`src/rtl/fwd_hazard_ctrl.sv`:
```
// Forwarding and load-use hazard control for the EX-stage operand muxes.
// Tracks EX/MEM destinations and emits registered select codes aligned with EX.
module fwd_hazard_ctrl #(
    parameter int unsigned ADDR_W = 4,
    parameter int unsigned CNT_W  = 16
) (
    input  logic              in_clk,
    input  logic              in_rst,
    input  logic              in_valid_id,
    input  logic [ADDR_W-1:0] in_src1_id,
    input  logic [ADDR_W-1:0] in_src2_id,
    input  logic              in_use1_id,
    input  logic              in_use2_id,
    input  logic [ADDR_W-1:0] in_dst_id,
    input  logic              in_wr_en_id,
    input  logic              in_is_load_id,
    input  logic              in_flush,
    output logic              out_stall,
    output logic [1:0]        out_cntrl_m2,
    output logic [1:0]        out_cntrl_m3,
    output logic [CNT_W-1:0]  out_stall_cnt
);

    localparam int unsigned SEL_W = 2;
    localparam logic [SEL_W-1:0] SEL_RF  = 2'b11;
    localparam logic [SEL_W-1:0] SEL_MEM = 2'b01;
    localparam logic [SEL_W-1:0] SEL_WB  = 2'b00;

    logic              ex_v_q,   ex_v_d;
    logic              ex_wr_q,  ex_wr_d;
    logic              ex_ld_q,  ex_ld_d;
    logic [ADDR_W-1:0] ex_dst_q, ex_dst_d;
    logic              mem_v_q,  mem_v_d;
    logic              mem_wr_q, mem_wr_d;
    logic [ADDR_W-1:0] mem_dst_q, mem_dst_d;
    logic [SEL_W-1:0]  m2_q, m2_d;
    logic [SEL_W-1:0]  m3_q, m3_d;
    logic [CNT_W-1:0]  cnt_q, cnt_d;

    logic ex_writes_c, mem_writes_c;
    logic ex_hit1_c, ex_hit2_c, mem_hit1_c, mem_hit2_c;
    logic stall_c, accept_c;

    // Nearest producer wins: EX result (in MEM next cycle) beats MEM result (in WB).
    function automatic logic [SEL_W-1:0] pick_sel(input logic used, input logic ex_hit,
                                                  input logic mem_hit);
        if (used && ex_hit)       return SEL_MEM;
        else if (used && mem_hit) return SEL_WB;
        else                      return SEL_RF;
    endfunction

    always_comb begin
        ex_writes_c  = ex_v_q  & ex_wr_q  & (ex_dst_q  != '0);
        mem_writes_c = mem_v_q & mem_wr_q & (mem_dst_q != '0);
        ex_hit1_c    = ex_writes_c  & (ex_dst_q  == in_src1_id);
        ex_hit2_c    = ex_writes_c  & (ex_dst_q  == in_src2_id);
        mem_hit1_c   = mem_writes_c & (mem_dst_q == in_src1_id);
        mem_hit2_c   = mem_writes_c & (mem_dst_q == in_src2_id);
        stall_c      = in_valid_id & ~in_flush & ex_ld_q &
                       ((in_use1_id & ex_hit1_c) | (in_use2_id & ex_hit2_c));
        accept_c     = in_valid_id & ~stall_c & ~in_flush;
    end

    // Next-state: MEM always takes EX; EX takes ID or a bubble.
    always_comb begin
        mem_v_d   = ex_v_q;
        mem_wr_d  = ex_wr_q;
        mem_dst_d = ex_dst_q;
        ex_v_d    = 1'b0;
        ex_wr_d   = 1'b0;
        ex_ld_d   = 1'b0;
        ex_dst_d  = '0;
        m2_d      = SEL_RF;
        m3_d      = SEL_RF;
        cnt_d     = cnt_q;
        if (accept_c) begin
            ex_v_d   = 1'b1;
            ex_wr_d  = in_wr_en_id;
            ex_ld_d  = in_is_load_id;
            ex_dst_d = in_dst_id;
            m2_d     = pick_sel(in_use1_id, ex_hit1_c, mem_hit1_c);
            m3_d     = pick_sel(in_use2_id, ex_hit2_c, mem_hit2_c);
        end
        if (stall_c && (cnt_q != '1)) begin
            cnt_d = cnt_q + CNT_W'(1);
        end
    end

    always_ff @(posedge in_clk) begin
        if (in_rst) begin
            ex_v_q    <= 1'b0;
            ex_wr_q   <= 1'b0;
            ex_ld_q   <= 1'b0;
            ex_dst_q  <= '0;
            mem_v_q   <= 1'b0;
            mem_wr_q  <= 1'b0;
            mem_dst_q <= '0;
            m2_q      <= SEL_RF;
            m3_q      <= SEL_RF;
            cnt_q     <= '0;
        end else begin
            ex_v_q    <= ex_v_d;
            ex_wr_q   <= ex_wr_d;
            ex_ld_q   <= ex_ld_d;
            ex_dst_q  <= ex_dst_d;
            mem_v_q   <= mem_v_d;
            mem_wr_q  <= mem_wr_d;
            mem_dst_q <= mem_dst_d;
            m2_q      <= m2_d;
            m3_q      <= m3_d;
            cnt_q     <= cnt_d;
        end
    end

    assign out_stall     = stall_c;
    assign out_cntrl_m2  = m2_q;
    assign out_cntrl_m3  = m3_q;
    assign out_stall_cnt = cnt_q;

endmodule

```
`config.mk`:
```
export PLATFORM = sky130hd
export DESIGN_NAME = fwd_hazard_ctrl
export DESIGN_NICKNAME = d
export VERILOG_FILES = /design/src/rtl/fwd_hazard_ctrl.sv
export SDC_FILE = /design/constraint.sdc
export NUM_CORES = 1
export LEC_CHECK = 0
export ABC_AREA = 1
export ABC_CLOCK_PERIOD_IN_PS = 1700
export CELL_PAD_IN_SITES_DETAIL_PLACEMENT = 0
export CELL_PAD_IN_SITES_GLOBAL_PLACEMENT = 2
export CORE_ASPECT_RATIO = 0.5
export CORE_MARGIN = 3
export CORE_UTILIZATION = 24
export DETAILED_ROUTE_END_ITERATION = 10
export GPL_ROUTABILITY_DRIVEN = 0
export PLACE_DENSITY_LB_ADDON = 0.05
export SLEW_MARGIN = 30
export SYNTH_ARGS = -nofsm -noshare
export SYNTH_HDL_FRONTEND = slang
export SYNTH_SLANG_ARGS = --single-unit
```
`constraint.sdc`:
```
create_clock -name in_clk -period 1.7 [get_ports in_clk]
set_clock_uncertainty 0.15 [all_clocks]
set_input_delay 0.425 -clock in_clk [delete_from_list [all_inputs] [get_ports in_clk]]
set_output_delay 0.425 -clock in_clk [all_outputs]
set_load 0.02 [all_outputs]
```
==> Implementation_results.wiki <==
{| class="wikitable"
! Metric !! Value
|-
| Run status || finished with violations
|-
| Failing checks || negative setup slack
|-
| Sequential area share after synthesis || 35.56%
|-
| Placed wire-length estimate after detailed placement || 4268 um
|-
| Cell repeated most along the worst path || sky130_fd_sc_hd__nand2_2
|-
| Count of clock tree sinks || 33
|-
| Type of the worst min-delay path || flip-flop to flip-flop
|-
| Global-route usage over all layers || 14.24%
|-
| Clock Tree Root || sky130_fd_sc_hd__clkbuf_16
|-
| Standard-cell rows || 21
|-
| Nets in the synthesized netlist || 304
|-
| Crit-path slowest cell || sky130_fd_sc_hd__dlygate4sd2_1
|-
| DRC Markers || 0
|-
| Final standard cell utilization of the core || 43.84%
|-
| Synthesized netlist cell count || 283
|-
| Drt via density || 4.389
|-
| Overall die height || 68.22 um
|-
| Effective utilization at floorplan || 26.19%
|-
| Fraction of post-synthesis cell area in the top cell type by area || 35.56%
|-
| Commonest cells post-synth || sky130_fd_sc_hd__nand2_1, sky130_fd_sc_hd__inv_1, sky130_fd_sc_hd__nor2_1
|-
| Area growth syn-to-layout || 67.41%
|-
| Number of antenna violations at the first check in global routing || 0
|-
| Number of global-route vias before repair || 2042
|-
| Number of placed I/O pins || 41
|-
| Die boundary width || 130.4 um
|-
| Number of distinct library cell variants in the gate-level netlist after synthesis || 26
|-
| Port Buffer Count || 40
|-
| Tightest Pin Transition || 0.2698 ns
|-
| Clock tree from TritonCTS || yes
|-
| Antenna cell count || 0
|-
| CP top delay family || simple AND/OR/NAND/NOR gates
|-
| Final design area excluding fillers || 3110 um2
|-
| Insertion delay to the later sink of the worst-skew pair || 0.28 ns
|-
| Fin nets || 401
|-
| Setup Crit Path Kind || input port to primary output
|-
| Clock transition at the registers of the reported paths || 0.05 ns
|-
| Critical path data arrival time || 1.36 ns
|-
| Hold-fix buffer count after cts || 0
|-
| Async set-or-reset flop fraction in the synthesized netlist || 0%
|-
| WL final || 6096 um
|-
| Max Fclk || 516.0 MHz
|-
| Pwr per Cell Area || 645.0 nW/um2
|-
| Cell type with the largest total area after synthesis || sky130_fd_sc_hd__dfxtp_1
|-
| Library cell with the highest instance count after synthesis || sky130_fd_sc_hd__nand2_1
|-
| Leakage Power || 0.001404 uW
|-
| Number of buffers added by the clock tree synthesis step || 5
|-
| Post-Synthesis Mean Instance Area || 6.565 um2
|-
| Endpoints failing hold || 0
|-
| Final-report setup violation count || 10
|-
| Critical path required time || 1.12 ns
|-
| Die outline area || 8898 um2
|-
| Count of flip-flops with a built-in enable after synthesis || 0
|-
| Most area-consuming cells after synthesis || sky130_fd_sc_hd__dfxtp_1, sky130_fd_sc_hd__nand2_1, sky130_fd_sc_hd__inv_1
|-
| Warning count from the yosys run || 0
|-
| Floorplan Core Area || 7094 um2
|-
| Max cap viols || 0
|-
| List of cells traversed by the critical path || dlygate4sd2_1 -> nand2_1 -> nand3_1 -> nor2_2 -> nand2_2 -> nand2_4 -> nand2_2 -> inv_2 -> buf_6
|-
| Clock H-tree levels || 2
|-
| Ys flop type || sky130_fd_sc_hd__dfxtp_1
|-
| Post-DRT Antenna Nets || 0
|-
| Share of final-layout standard cells stronger than drive strength 1 || 33.86%
|-
| Starting DRT DRC Count || 77
|-
| Flops & latches, synth || 33
|-
| Placement-stage worst setup slack || -1.030 ns
|-
| Worst Slack Setup Final || -0.2380 ns
|-
| Final critical path time including I/O delays and setup || 1.938 ns
|-
| Tcrit/Tclk final || 114.0%
|-
| Critical path buffer and inverter count || 3
|-
| Biggest fanout along the worst timing path || 3
|-
| Max Root-Sink Buffers || 2
|-
| Crit-path max cell delay || 0.26 ns
|-
| Largest net degree at the start of global routing || 17
|-
| Number of fill cells || 727
|-
| Wirelength per Cell || 12.89 um
|-
| Worst setup EP type || primary output
|-
| Global-route wire length before repair || 9591 um
|-
| Slew margin rel. || 81.87%
|-
| Startpoint class of the critical path || input port
|-
| Via total after detailed routing || 2076
|-
| Number of max-slew violations in the final report || 0
|-
| Area after detailed placement || 2648 um2
|-
| Syn Std Cell Area || 1858 um2
|-
| Total congestion overflow || 0
|-
| Unrepaired setup endpoints after global routing || yes
|-
| Max VDD drop || 281.0 uV
|-
| Count of TritonRoute iterations in the first routing pass || 4
|}
## layout by cell type (no fill, tap or decap), drive strengths merged, types with 8 or more instances in the layout
master,n
nand3,19
dfxtp,33
inv,43
nand4,20
nor2,40
buf,55
nand2,87
a21oi,15
clkbuf,8
dlygate4sd2,24
clkdlybuf4s50,9
## path summary, 6_finish.rpt
path                     startpoint                          to  slack, ns  depth (start not counted)
min reg2reg       ex_v_q$_SDFF_PP0_          mem_v_q$_SDFF_PP0_       0.27                          2
max                   in_src2_id[1]                   out_stall      -0.24                          9
min               ex_v_q$_SDFF_PP0_          mem_v_q$_SDFF_PP0_       0.27                          2
max reg2reg  ex_dst_q[0]$_SDFF_PP0_  out_cntrl_m3[1]$_SDFF_PP1_      -0.13                         13
## tightest hold or removal path, cell delays in order (launching register included)
cell and delay, ns:
sky130_fd_sc_hd__dfxtp_1 0.31, sky130_fd_sc_hd__inv_1 0.05, sky130_fd_sc_hd__nor2_1 0.03
## through the flow
stage / std cells / hold slack [ns] / power (uW) / setup TNS, ns
finish: 473 / 0.2731 / 2006 / -0.6837
global route: 473 / 0.2852 / 2086 / -2.467
CTS: 463 / 0.2742 / 2037 / -1.090
detailed placement: 448 / 0.2680 / 948.7 / -17.34
global placement: 448 / 0.2648 / 948.9 / -16.73
floorplan: 283 / 0.2531 / 855.6 / 0
## layout make-up
| class | count | area [um2] | area share (%) |
|---|---|---|---|
| Clock inverter | 1 | 30.03 | 0.9654 |
| Sequential cell | 33 | 681.9 | 21.92 |
| Multi-Input combinational cell | 203 | 1156 | 37.17 |
| Inverter | 43 | 166.4 | 5.350 |
| Tap cell | 92 | 115.1 | 3.701 |
| Timing Repair Buffer | 94 | 818.3 | 26.31 |
| Clock buffer | 7 | 142.6 | 4.586 |
## timing repair
action                                  CTS  global route
setup buffers                             7             9
gates cloned                              1             1
pin swaps                                 9            17
endpoints found under the setup margin   47            28
resized for setup                        60            47
## per-layer routing
layer | part of all wire [%] | vias to the layer above | GRT usage [%]
met5 | 0 | - | 0
met2 | 45 | 32 | 23.79
met4 | 1.8 | 0 | 5.513
li1 | - | 1092 | -
met3 | 3.9 | 12 | 3.975
met1 | 49 | 940 | 17.70
## sequential cells by signal (all words and copies together), names as in the netlist, 2 cells and up
signal,cells
out_cntrl_m2,2
ex_dst_q,4
mem_dst_q,4
out_cntrl_m3,2
out_stall_cnt,16
## cells by family (layout without fill, tap and decap cells)
kind of cell,Yosys count,in the layout,synth area share (%)
xor+xnor,10,10,4.714
flops,33,33,35.56
simple gates,170,172,41.28
buf+inv,49,145,10.50
fa+ha+maj,1,1,0.6733
compound gates,20,20,7.273
## report_power, final
group          switching (uW)  total (uW)  internal, uW
Sequential               6.78         783           776
Clock                     338        1070           732
Combinational            73.6         154          80.2
Total                     418        2010          1590
(Power assumes the default switching activity.)
==> edit (same settings) <==
Remove the register `m3_q`: a continuous assignment takes its place, so the output `out_cntrl_m3` follows one clock earlier.
--- a/src/rtl/fwd_hazard_ctrl.sv
+++ b/src/rtl/fwd_hazard_ctrl.sv
@@ -96,7 +96,6 @@
             mem_wr_q  <= 1'b0;
             mem_dst_q <= '0;
             m2_q      <= SEL_RF;
-            m3_q      <= SEL_RF;
             cnt_q     <= '0;
         end else begin
             ex_v_q    <= ex_v_d;
@@ -107,10 +106,11 @@
             mem_wr_q  <= mem_wr_d;
             mem_dst_q <= mem_dst_d;
             m2_q      <= m2_d;
-            m3_q      <= m3_d;
             cnt_q     <= cnt_d;
         end
     end
+
+    assign m3_q = m3_d;
 
     assign out_stall     = stall_c;
     assign out_cntrl_m2  = m2_q;
Behaviour: not the same (Yosys sat finds a counterexample within 4 cycles, from zero or initial values and one cycle with in_rst high).
==> edit against the original RTL <==
- the flow still finishes with violations (negative setup slack)
- wire length fell by 6.9%
- power rose by 4.1%
- global-route usage fell by 0.57 points
- sequential cell count down 2
- worst setup slack worse by 150 ps
- final area down 2.4%
- non-clock buffer count decreased by 12
- area after synthesis grew 1.0%
- die area up 0.94%
- critical endpoint is now out_cntrl_m3[0]
- largest power group unchanged
==> edit: results (changes against the original RTL) <==
met1 usage 17.3% (was 17.7%); DRT met1 WL 2.72 mm (was 3.02 mm); largest net degree at the start of global routing 16 (was 17); Worst slew margin 78.6% (was 81.9%); CP max stage delay 360 ps (was 260 ps); met3 WL 202 um (was 235 um); register area 641 um^2 (was 682 um^2); multi-input logic area 0.00119 mm^2 (was 0.00116 mm^2); Post-DP Area 0.00271 mm^2 (was 0.00265 mm^2); pre-CTS WS -1320 ps (was -1030 ps); post-route setup slack -390 ps (was -238 ps); Mapped Nets 297 (was 304); CP arrival 1510 ps (was 1360 ps); CTS resizes 85 (was 60); vias in the first global route 1,986 (was 2,042); CP max stage cell dfxtp_4 (was dlygate4sd2_1); failing checks negative setup slack (unchanged); Worst VDD drop 0.000330 V (was 0.000281 V); nonclk inv count 39 (was 43); Post-Syn Area 0.00188 mm^2 (was 0.00186 mm^2); layout cell share with drive strength beyond 1 38.6% (was 33.9%); clock network area share 6.35% (was 5.55%); metal2 WL 2.73 mm (about the same); placed cell count 455 (was 448); Psw 0.000433 W (was 0.000418 W); synthesis-stage register bit count 31 (was 33); initial drt markers 60 (was 77); Synth Instances 276 (was 283); post-synth cell types 30 (was 26); TNS Setup -2150 ps (was -684 ps); post-synthesis sequential area ratio 33.1% (was 35.6%); Cell Count, Final, Fillers Out 468 (was 473); status finished, violations left (unchanged); routed vias/inst 4.24 (was 4.39); post-DR wirelength/cell 12.1 um (was 12.9 um); NonClk Buf Share 23.7% (was 26.3%); Final nets 380 (was 401); first-pass GRT wire length 9.32 mm (was 9.59 mm); final setup violation count 26 (was 10); GRT met3 Usage 4.15% (was 3.98%); Fill cells 829 (was 727); GR Util met2 23.4% (was 23.8%)
-- edit: cell types whose count changed after synthesis, sizes merged, moves of 3 or more --
cell / delta
nand2: -6
inv: -4
nand3: -4
nor2: +3
o21ai: +3
-- edit: kinds of logic after synthesis --
group                    Yosys count  share of synthesized area [%]
buffers and inverters             45                           10.1
flip-flops                        31                           33.1
XOR/XNOR                          11                           5.13
AND/OR/NAND/NOR                  163                           42.3
adder cells (fa/ha/maj)            1                          0.667
AO/OA/AOI/OAI                     25                           8.67
-- edit: path summary, 6_finish.rpt --
check                         start                             to  slack (ps)  cells past startpoint
max          ex_dst_q[0]$_SDFF_PP0_                out_cntrl_m3[0]        -390                     11
min              ex_wr_q$_SDFF_PP0_            mem_wr_q$_SDFF_PP0_         270                      2
max reg2reg  ex_dst_q[2]$_SDFF_PP0_  out_stall_cnt[6]$_SDFFE_PP0P_         -80                     12
min reg2reg      ex_wr_q$_SDFF_PP0_            mem_wr_q$_SDFF_PP0_         270                      2
